### src/rtl/panel_sequencer.sv
// panel_sequencer: front-panel keypad sequencer that turns key strobes into
// serialized bus commands over valid/ready and reads back memory for display.
module panel_sequencer #(
    parameter int TIMEOUT_W = 8
) (
    input  logic        clk,
    input  logic        rst_n,
    input  logic [15:0] b_hex,
    input  logic        b_load,
    input  logic        b_storeinc,
    input  logic        b_dec,
    input  logic        b_toA,
    input  logic        b_toX,
    input  logic        b_toY,
    input  logic        b_toSP,
    input  logic        b_toPC,
    input  logic        stopped,
    output logic        cmd_valid,
    output logic [2:0]  cmd_op,
    output logic [15:0] cmd_addr,
    output logic [7:0]  cmd_data,
    input  logic        cmd_ready,
    input  logic [7:0]  rd_data,
    input  logic        rd_valid,
    output logic [15:0] entry,
    output logic [15:0] addr,
    output logic [7:0]  data_disp,
    output logic        busy,
    output logic        err
);
    typedef enum logic [1:0] {IDLE, ISSUE, WAIT_RD, NEXT_RD} state_t;
    typedef enum logic [2:0] {OP_READ, OP_WRITE, OP_SET_A, OP_SET_X, OP_SET_Y, OP_SET_SP, OP_SET_PC} op_t;
    state_t               state;
    op_t                  key_op;
    logic [TIMEOUT_W-1:0] tmo, tmo_inc;
    logic [7:0]           cmds;
    logic [3:0]           hex_n;
    logic [15:0]          addr_dec;
    logic                 any_key, multi, bad_key;
    always_comb begin
        cmds     = {b_load, b_storeinc, b_dec, b_toA, b_toX, b_toY, b_toSP, b_toPC};
        hex_n    = '0;
        for (int i = 0; i < 16; i++) hex_n = b_hex[i] ? 4'(i) : hex_n;
        any_key  = (|b_hex) || (|cmds);
        multi    = ($countones(b_hex) > 1) || ($countones(cmds) > 1) || ((|b_hex) && (|cmds));
        bad_key  = any_key && (state != IDLE || !stopped || multi);
        key_op   = b_storeinc ? OP_WRITE : b_toA ? OP_SET_A : b_toX ? OP_SET_X : b_toY ? OP_SET_Y :
                   b_toSP ? OP_SET_SP : b_toPC ? OP_SET_PC : OP_READ;
        addr_dec = addr - 16'd1;
        tmo_inc  = tmo + TIMEOUT_W'(1);
    end
    assign busy = state != IDLE;
    always_ff @(posedge clk or negedge rst_n) begin
        if (!rst_n) begin
            state     <= IDLE;
            cmd_valid <= 1'b0;
            cmd_op    <= '0;
            cmd_addr  <= '0;
            cmd_data  <= '0;
            entry     <= '0;
            addr      <= '0;
            data_disp <= '0;
            err       <= 1'b0;
            tmo       <= '0;
        end else begin
            err <= bad_key;
            case (state)
                IDLE: begin
                    if (any_key && !bad_key) begin
                        if (|b_hex) begin
                            entry <= {entry[11:0], hex_n};
                        end else begin
                            cmd_valid <= 1'b1;
                            cmd_op    <= key_op;
                            cmd_data  <= entry[7:0];
                            cmd_addr  <= b_dec ? addr_dec : b_storeinc ? addr : entry;
                            addr      <= b_dec ? addr_dec : b_load ? entry : addr;
                            entry     <= (b_dec || b_storeinc) ? entry : '0;
                            state     <= ISSUE;
                        end
                    end
                end
                ISSUE: begin
                    if (cmd_ready) begin
                        cmd_valid <= 1'b0;
                        tmo       <= '0;
                        if (cmd_op == OP_READ) begin
                            state <= WAIT_RD;
                        end else if (cmd_op == OP_WRITE) begin
                            addr  <= addr + 16'd1;
                            entry <= '0;
                            state <= NEXT_RD;
                        end else begin
                            state <= IDLE;
                        end
                    end
                end
                WAIT_RD: begin
                    if (rd_valid) begin
                        data_disp <= rd_data;
                        tmo       <= '0;
                        state     <= IDLE;
                    end else if (&tmo_inc) begin
                        err   <= 1'b1;
                        tmo   <= '0;
                        state <= IDLE;
                    end else begin
                        tmo <= tmo_inc;
                    end
                end
                NEXT_RD: begin
                    // addr already holds the post-write increment here
                    cmd_valid <= 1'b1;
                    cmd_op    <= OP_READ;
                    cmd_addr  <= addr;
                    state     <= ISSUE;
                end
            endcase
        end
    end
endmodule

### config.mk
export PLATFORM = sky130hd
export DESIGN_NAME = panel_sequencer
export DESIGN_NICKNAME = d
export VERILOG_FILES = /design/src/rtl/panel_sequencer.sv
export SDC_FILE = /design/constraint.sdc
export NUM_CORES = 1
export LEC_CHECK = 0
export BUFFER_PORTS_ARGS = -buffer_cell sky130_fd_sc_hd__buf_2
export CAP_MARGIN = 25
export CORE_UTILIZATION = 28
export DETAILED_ROUTE_END_ITERATION = 8
export RECOVER_POWER = 100
export SKIP_CTS_REPAIR_TIMING = 1
export SLEW_MARGIN = 15
export SYNTH_ARGS = -nofsm -noshare
export SYNTH_HDL_FRONTEND = slang
export SYNTH_SLANG_ARGS = --single-unit
### constraint.sdc
create_clock -name clk -period 2.5 [get_ports clk]
set_input_delay 0.375 -clock clk [delete_from_list [all_inputs] [get_ports clk]]
set_output_delay 0.375 -clock clk [all_outputs]
set_load 0.01 [all_outputs]
==> results of run 1 <==
-- synthesized netlist by cell type (4+ instances only) --
library cell   n
ha_1          19
dfrtp_1       79
or4_1          6
inv_1         56
or3_1          4
a22oi_1        8
nand4_1        5
o21ai_0       50
nand3_1       16
nor4_1         4
and3_1         6
a211oi_1       9
o22ai_1       14
nor3_1        13
nand2_1       55
clkbuf_1      34
a31oi_1        8
mux2i_1       10
mux2_2        24
nor2_1        40
o211ai_1       5
o31ai_1        5
fa_1          14
a21oi_1       36
a22o_1        25
nor2b_1        7
-- final cells by class --
| cell class | count | share of cell area (%) |
|---|---|---|
| multi-input cells | 442 | 45.5 |
| flip-flops and latches | 79 | 26.7 |
| repair buffers | 200 | 16.6 |
| well taps | 260 | 4.40 |
| clock buffers | 14 | 3.30 |
| inverters | 59 | 3.13 |
| clock inverters | 1 | 0.406 |
-- per-stage QoR --
stage / setup WS (ns) / total power, mW / setup TNS [ns]
floorplan: -1.95 / 4.25 / -116.18
global placement: -2.20 / 5.62 / -129.28
detailed placement: -2.26 / 5.68 / -133.70
CTS: -1.92 / 6.98 / -110.76
global route: -1.90 / 7.76 / -114.95
finish: -1.76 / 7.20 / -105.47
-- cell usage in the layout (no fill, tap or decap), types with 8 or more instances in the layout --
master,synthesis,layout
a21oi_1,36,25
a21oi_2,0,11
a22o_1,25,25
a31oi_1,8,8
buf_2,2,45
buf_4,1,67
buf_6,2,8
clkbuf_1,34,75
clkbuf_16,0,11
dfrtp_1,79,79
fa_1,14,13
ha_1,19,18
inv_1,56,45
inv_2,1,10
mux2_2,24,23
mux2i_1,10,9
nand2_1,55,43
nand2_2,0,8
nand3_1,16,16
nor2_1,40,40
nor3_1,13,12
o21ai_0,50,35
o21ai_1,0,9
o22ai_1,14,14
-- worst max-delay path, cell delays in order --
cell and delay, ns:
buf_4 0.12, inv_8 0.03, fa_1 0.52, fa_1 0.44, fa_1 0.53, fa_1 0.42
inv_2 0.08, ha_4 0.13, inv_2 0.03, fa_2 0.34, a211oi_2 0.22, mux2i_2 0.11
buf_4 0.15, o41ai_4 0.38, buf_6 0.19, o211ai_1 0.13, mux2_2 0.29
-- metal layers --
metal  part of all wire (%)  vias up  global-route usage (%)
met1                     45     2581                    22.8
li1                       -     2595                       -
met5                      0        -                       0
met2                     48      176                    28.5
met4                    1.1        0                    3.90
met3                    5.9       16                    3.51
-- state kept, by name, indices dropped and copies added (netlist names) --
signal,flops
cmd_data,8
tmo,8
data_disp,8
state,2
cmd_valid,1
entry,16
cmd_addr,16
cmd_op,3
err,1
addr,16
-- power groups by stage --
stage	Sequential [mW]	Combinational (mW)	Clock (mW)
after floorplan	2.06	2.19	0
after global placement	1.89	3.73	0
after detailed placement	1.89	3.78	0
after CTS	1.87	3.79	1.31
after global routing	1.95	4.45	1.36
final	1.90	4.03	1.28
-- cells by family (layout without fill, tap and decap cells) --
group                      count (synthesis)  count (layout)
xor gates and xnor gates                   6               6
buffers and inverters                     99             274
muxes                                     34              34
AOI/OAI and AO/OA                        194             195
DFF                                       79              79
and+or+nand+nor                          174             174
adders and majority gates                 33              33
-- path summary, 6_finish.rpt --
path | start | to | slack, ns | cells past startpoint
setup reg to reg | state[1] | addr[9] | -0.16 | 9
min in group clk | rd_data[0] | data_disp[0] | 0.27 | 2
hold / removal | rst_n | addr[11] | 0.20 | 1
max in group asynchronous | rst_n | data_disp[1] | 1.00 | 2
hold reg to reg | cmd_addr[11] | cmd_addr[11] | 0.47 | 1
setup / recovery | b_hex[11] | state[0] | -1.76 | 17
==> out/qor.yml, run 1 <==
route:
  drtIter0Drc: 297
  routedWlPerCell_um: 16.3
  drc: 0
  vias_per_cell: 5.09
  drt-total-wl_um: 17200
  postRouteAntennaNets: 0
  firstDrtPassIters: 5
  vias: 5368
timing:
  clock_skew_ns: 0.0118
  fin_ws_ns: -1.76
  tightest_slew_ns: 1.04
  hold_ws_ns: 0.203
  final.min_clock_period_ns: 4.26
  drv_slew: 0
  min_period_over_period_pct: 170
  fmax_mhz: 235
  finalHoldViolations: 0
  setup_viol: 63
  rsz0062_at_grt: "yes"
  relSlewSlack_pct: 31.0
power_and_ir_drop:
  p_switching_mw: 3.17
  peakVddDrop_uv: 378
  power_density_mw_per_mm2: 974
  p_leak_nw: 3.30
  power_frac_seq_pct: 26.3
  swShare_pct: 44.0
  p_int_mw: 4.03
  p_clk_share_pct: 17.8
  combinationalPowerShare_pct: 55.9
yosys:
  synth_xor_area_share_pct: 0.960
  synth_compound_area_share_pct: 24.0
  synth_nets: 689
  synth.area.mux_share_pct: 6.76
  synthSimpleGateAreaFrac_pct: 15.5
  synth_top_area_share_pct: 36.1
  avgSynthCellArea_um2: 8.85
  synth_area_mm2: 0.00548
  synthCells: 619
  ys_top_cells_by_area: "dfrtp_1 36%, fa_1 5.1%, mux2_2 4.9%"
  ys_seq_area_share_pct: 36.1
  yosysTopAreaCell: "dfrtp_1"
  synthArstFlopShare_pct: 100
  synth_edf_count: 0
  synth_top_family_by_area: "compound AO/OA/AOI/OAI gates"
  synth_warnings: 0
  yosys_most_used_dff: "dfrtp_1"
  synthAdderAreaFrac_pct: 9.46
  ys_ff_latch: 79
  synthDistinctLibCells: 65
finish:
  postLayoutCoreUtil_pct: 39.0
  fin_cells: 1055
  multi_input_area_mm2: 0.00336
  drive_gt1_share_pct: 29.1
  area_growth_pct: 35.1
  stdcell_area_mm2: 0.00740
  ff_latch_area_mm2: 0.00198
  diodes: 0
  fillers: 1929
  nNetsFinal: 861
worst_setup_path:
  required_ns: 2.72
  cp.arrival_ns: 4.48
  start_kind: "input pin"
  endpoint_kind: "flop"
  critPathKind: "input pin to flop"
  critPathMaxFanout: 5
clock_network:
  cts.reportedPaths.clkPinSlew_ns: 0.07
  cts_root_buffer: "clkbuf_16"
  cts.htree.levels: 3
  cts.sinks: 79
  clock_latency_ns: 0.35
  numCtsBuffers: 9
  cts_tree: "yes"
  clk_path_buf_depth: 2
placed_design:
  place_area_mm2: 0.00692
  hpwl_um: 13000
  io_buffers: 106
  dpl.cell_count: 1028
  place_congestion: 0.867
outcome:
  status: "complete, but fails checks"
  failed_checks: "negative setup slack"
global_route:
  grt_max_degree: 51
  overflow: 0
  grt_pass1_vias: 5014
  grt_use_total_pct: 17.1
  antenna_found_initial: 0
  grt_first_pass_wirelength_um: 26900
floorplanning:
  die_area_mm2: 0.0201
  core_area_mm2: 0.0190
  die_width_um: 142
  start_util_pct: 28.9
  ios: 107
  rows: 50
  die_h_um: 142
job:
  maxCapViolCount: 0
min_path:
  min_path_type: "input pin to async pin"
(Power assumes the default switching activity.)
==> run 2, diff against run 1 <==
CORE_UTILIZATION = 51   (was 28)
PLACE_DENSITY = 0.78   (was not set)
==> out/qor.yml, run 2 (synthesized netlist as in run 1, its figures left out) <==
power_and_ir_drop:
  swShare_pct: 46.8  # +2.8 points
  combinationalPowerShare_pct: 57.4  # +1.5 points
  p_switching_mw: 3.26  # +2.9%
  p_int_mw: 3.70  # -8.2%
  peakVddDrop_uv: 629  # +66%
  power_frac_seq_pct: 27.7  # +1.4 points
  p_leak_nw: 3.24  # -1.8%
  power_mw: 6.97  # -3.3%
  p_clk_share_pct: 14.8  # -3.0 points
  power_density_mw_per_mm2: 980  # +0.65%
placed_design:
  io_buffers: 106  # unchanged
  place_congestion: 0.906  # +4.5%
  dpl.cell_count: 901  # -12%
  place_area_mm2: 0.00672  # -2.9%
  dp_slack_ns: -2.39  # -0.131 ns
  hpwl_um: 12200  # -5.8%
clock_network:
  clk_path_buf_depth: 2  # unchanged
  cts_root_buffer: "clkbuf_8"
  cts.reportedPaths.clkPinSlew_ns: 0.09  # +0.02 ns
  cts.htree.levels: 3  # unchanged
  clock_latency_ns: 0.36  # about the same
  numCtsBuffers: 9  # unchanged
  cts_tree: "yes"
  cts.sinks: 79  # unchanged
route:
  vias: 5697  # +6.1%
  drc: 0  # unchanged
  firstDrtPassIters: 5  # unchanged
  vias_per_cell: 6.16  # +21%
  drtIter0Drc: 698  # +140%
  routedWlPerCell_um: 18.5  # +13%
  postRouteAntennaNets: 0  # unchanged
  drt-total-wl_um: 17100  # -0.81%
timing:
  setup_viol: 63  # unchanged
  finalHoldViolations: 0  # unchanged
  clock_skew_ns: 0.0109  # -0.000946 ns
  fmax_mhz: 225  # -4.1%
  drv_slew: 32  # +32
  fin_ws_ns: -1.95  # -0.183 ns
  hold_ws_ns: 0.237  # +0.0334 ns
  rsz0062_at_grt: "yes"
  min_period_over_period_pct: 178  # +7.3 points
  relSlewSlack_pct: -12.9  # -44 points
  tightest_slew_ns: 1.69  # +0.659 ns
  final.min_clock_period_ns: 4.45  # +0.183 ns
  finalSetupTns_ns: -116.70  # -11.22 ns
floorplanning:
  rows: 37  # -26%
  core_area_mm2: 0.0104  # -45%
  die_width_um: 106  # -26%
  die_area_mm2: 0.0112  # -45%
  ios: 107  # unchanged
  die_h_um: 106  # -26%
  start_util_pct: 52.8  # +24 points
finish:
  diodes: 0  # unchanged
  drive_gt1_share_pct: 27.9  # -1.2 points
  postLayoutCoreUtil_pct: 68.5  # +30 points
  multi_input_area_mm2: 0.00334  # -0.78%
  top_regs: "addr x16, cmd_addr x16, entry x16"
  area_growth_pct: 29.8
  fin_cells: 925  # -12%
  stdcell_area_mm2: 0.00711  # -3.9%
  final_common_cell: "dfrtp_1"
  nNetsFinal: 854  # -0.81%
  ff_latch_area_mm2: 0.00198  # unchanged
  final_cell_mix: "79 x dfrtp_1, 69 x clkbuf_1, 61 x buf_4"
  fillers: 823  # -57%
global_route:
  grt_max_degree: 51  # unchanged
  antenna_found_initial: 0  # unchanged
  overflow: 0  # unchanged
  grt_first_pass_wirelength_um: 26200  # -2.6%
  grt_pass1_vias: 5728  # +14%
  grt_use_total_pct: 29.7  # +13 points
worst_setup_path:
  critPathMaxFanout: 5  # unchanged
  endpoint_kind: "flop"
  cp.arrival_ns: 4.73  # +0.25 ns
  required_ns: 2.78  # +0.06 ns
  start_kind: "input pin"
  critPathKind: "input pin to flop"
min_path:
  min_path_type: "input pin to flop"
outcome:
  failed_checks: "max-capacitance violations, max-slew violations, negative setup slack"
  status: "complete, but fails checks"
job:
  maxCapViolCount: 1  # +1
[run 2: cell types whose count changed in the layout (fill, tap and decap cells not counted), sizes merged]
cell         delta
clkbuf          -8
buf             -6
inv             +3
clkinvlp        +2
and2            +1
clkinv          +1
dlygate4sd3     +1
[run 2: power groups by stage]
stage / clock network [mW] / logic (mW) / registers [mW]
after detailed placement: 0 / 3.71 / 1.93
after global placement: 0 / 3.55 / 1.91
after global routing: 1.10 / 4.35 / 1.97
after CTS: 1.05 / 3.73 / 1.91
final: 1.03 / 4.00 / 1.93
after floorplan: 0 / 2.19 / 2.06
[run 2: final cells by class]
cell class,instances,area share (%)
multi-input cells,443,47.0
flip-flops and latches,79,27.8
repair buffers,192,16.6
inverters,59,3.26
well taps,136,2.39
clock buffers,9,1.74
clock inverters,7,1.23
[run 2: worst paths after layout]
kind,slack [ns],start,end,cells past startpoint
max,-1.95,b_hex[11],addr[10],18
min,0.24,rd_data[5],data_disp[5],2
max reg2reg,-0.07,state[1],addr[10],9
min reg2reg,0.49,cmd_addr[8],cmd_addr[8],2
max in group asynchronous,0.35,rst_n,cmd_data[0],3
min in group asynchronous,0.99,rst_n,addr[13],2
[run 2: worst max-delay path: stages]
cell	delay, ns
buf_8	0.09
inv_8	0.03
fa_1	0.54
fa_1	0.46
fa_1	0.55
fa_1	0.42
inv_1	0.08
ha_2	0.20
inv_2	0.05
fa_2	0.53
nand2_2	0.05
a211o_1	0.30
o41ai_4	0.29
buf_4	0.19
and2_4	0.21
buf_8	0.14
a21oi_1	0.07
a31oi_1	0.15
[run 2: per-layer routing]
| layer | share of wire (%) | GRT usage [%] |
|---|---|---|
| met3 | 6.7 | 5.13 |
| met2 | 50 | 51.1 |
| met4 | 4.3 | 17.4 |
| met5 | 0 | 0 |
| met1 | 39 | 34.7 |
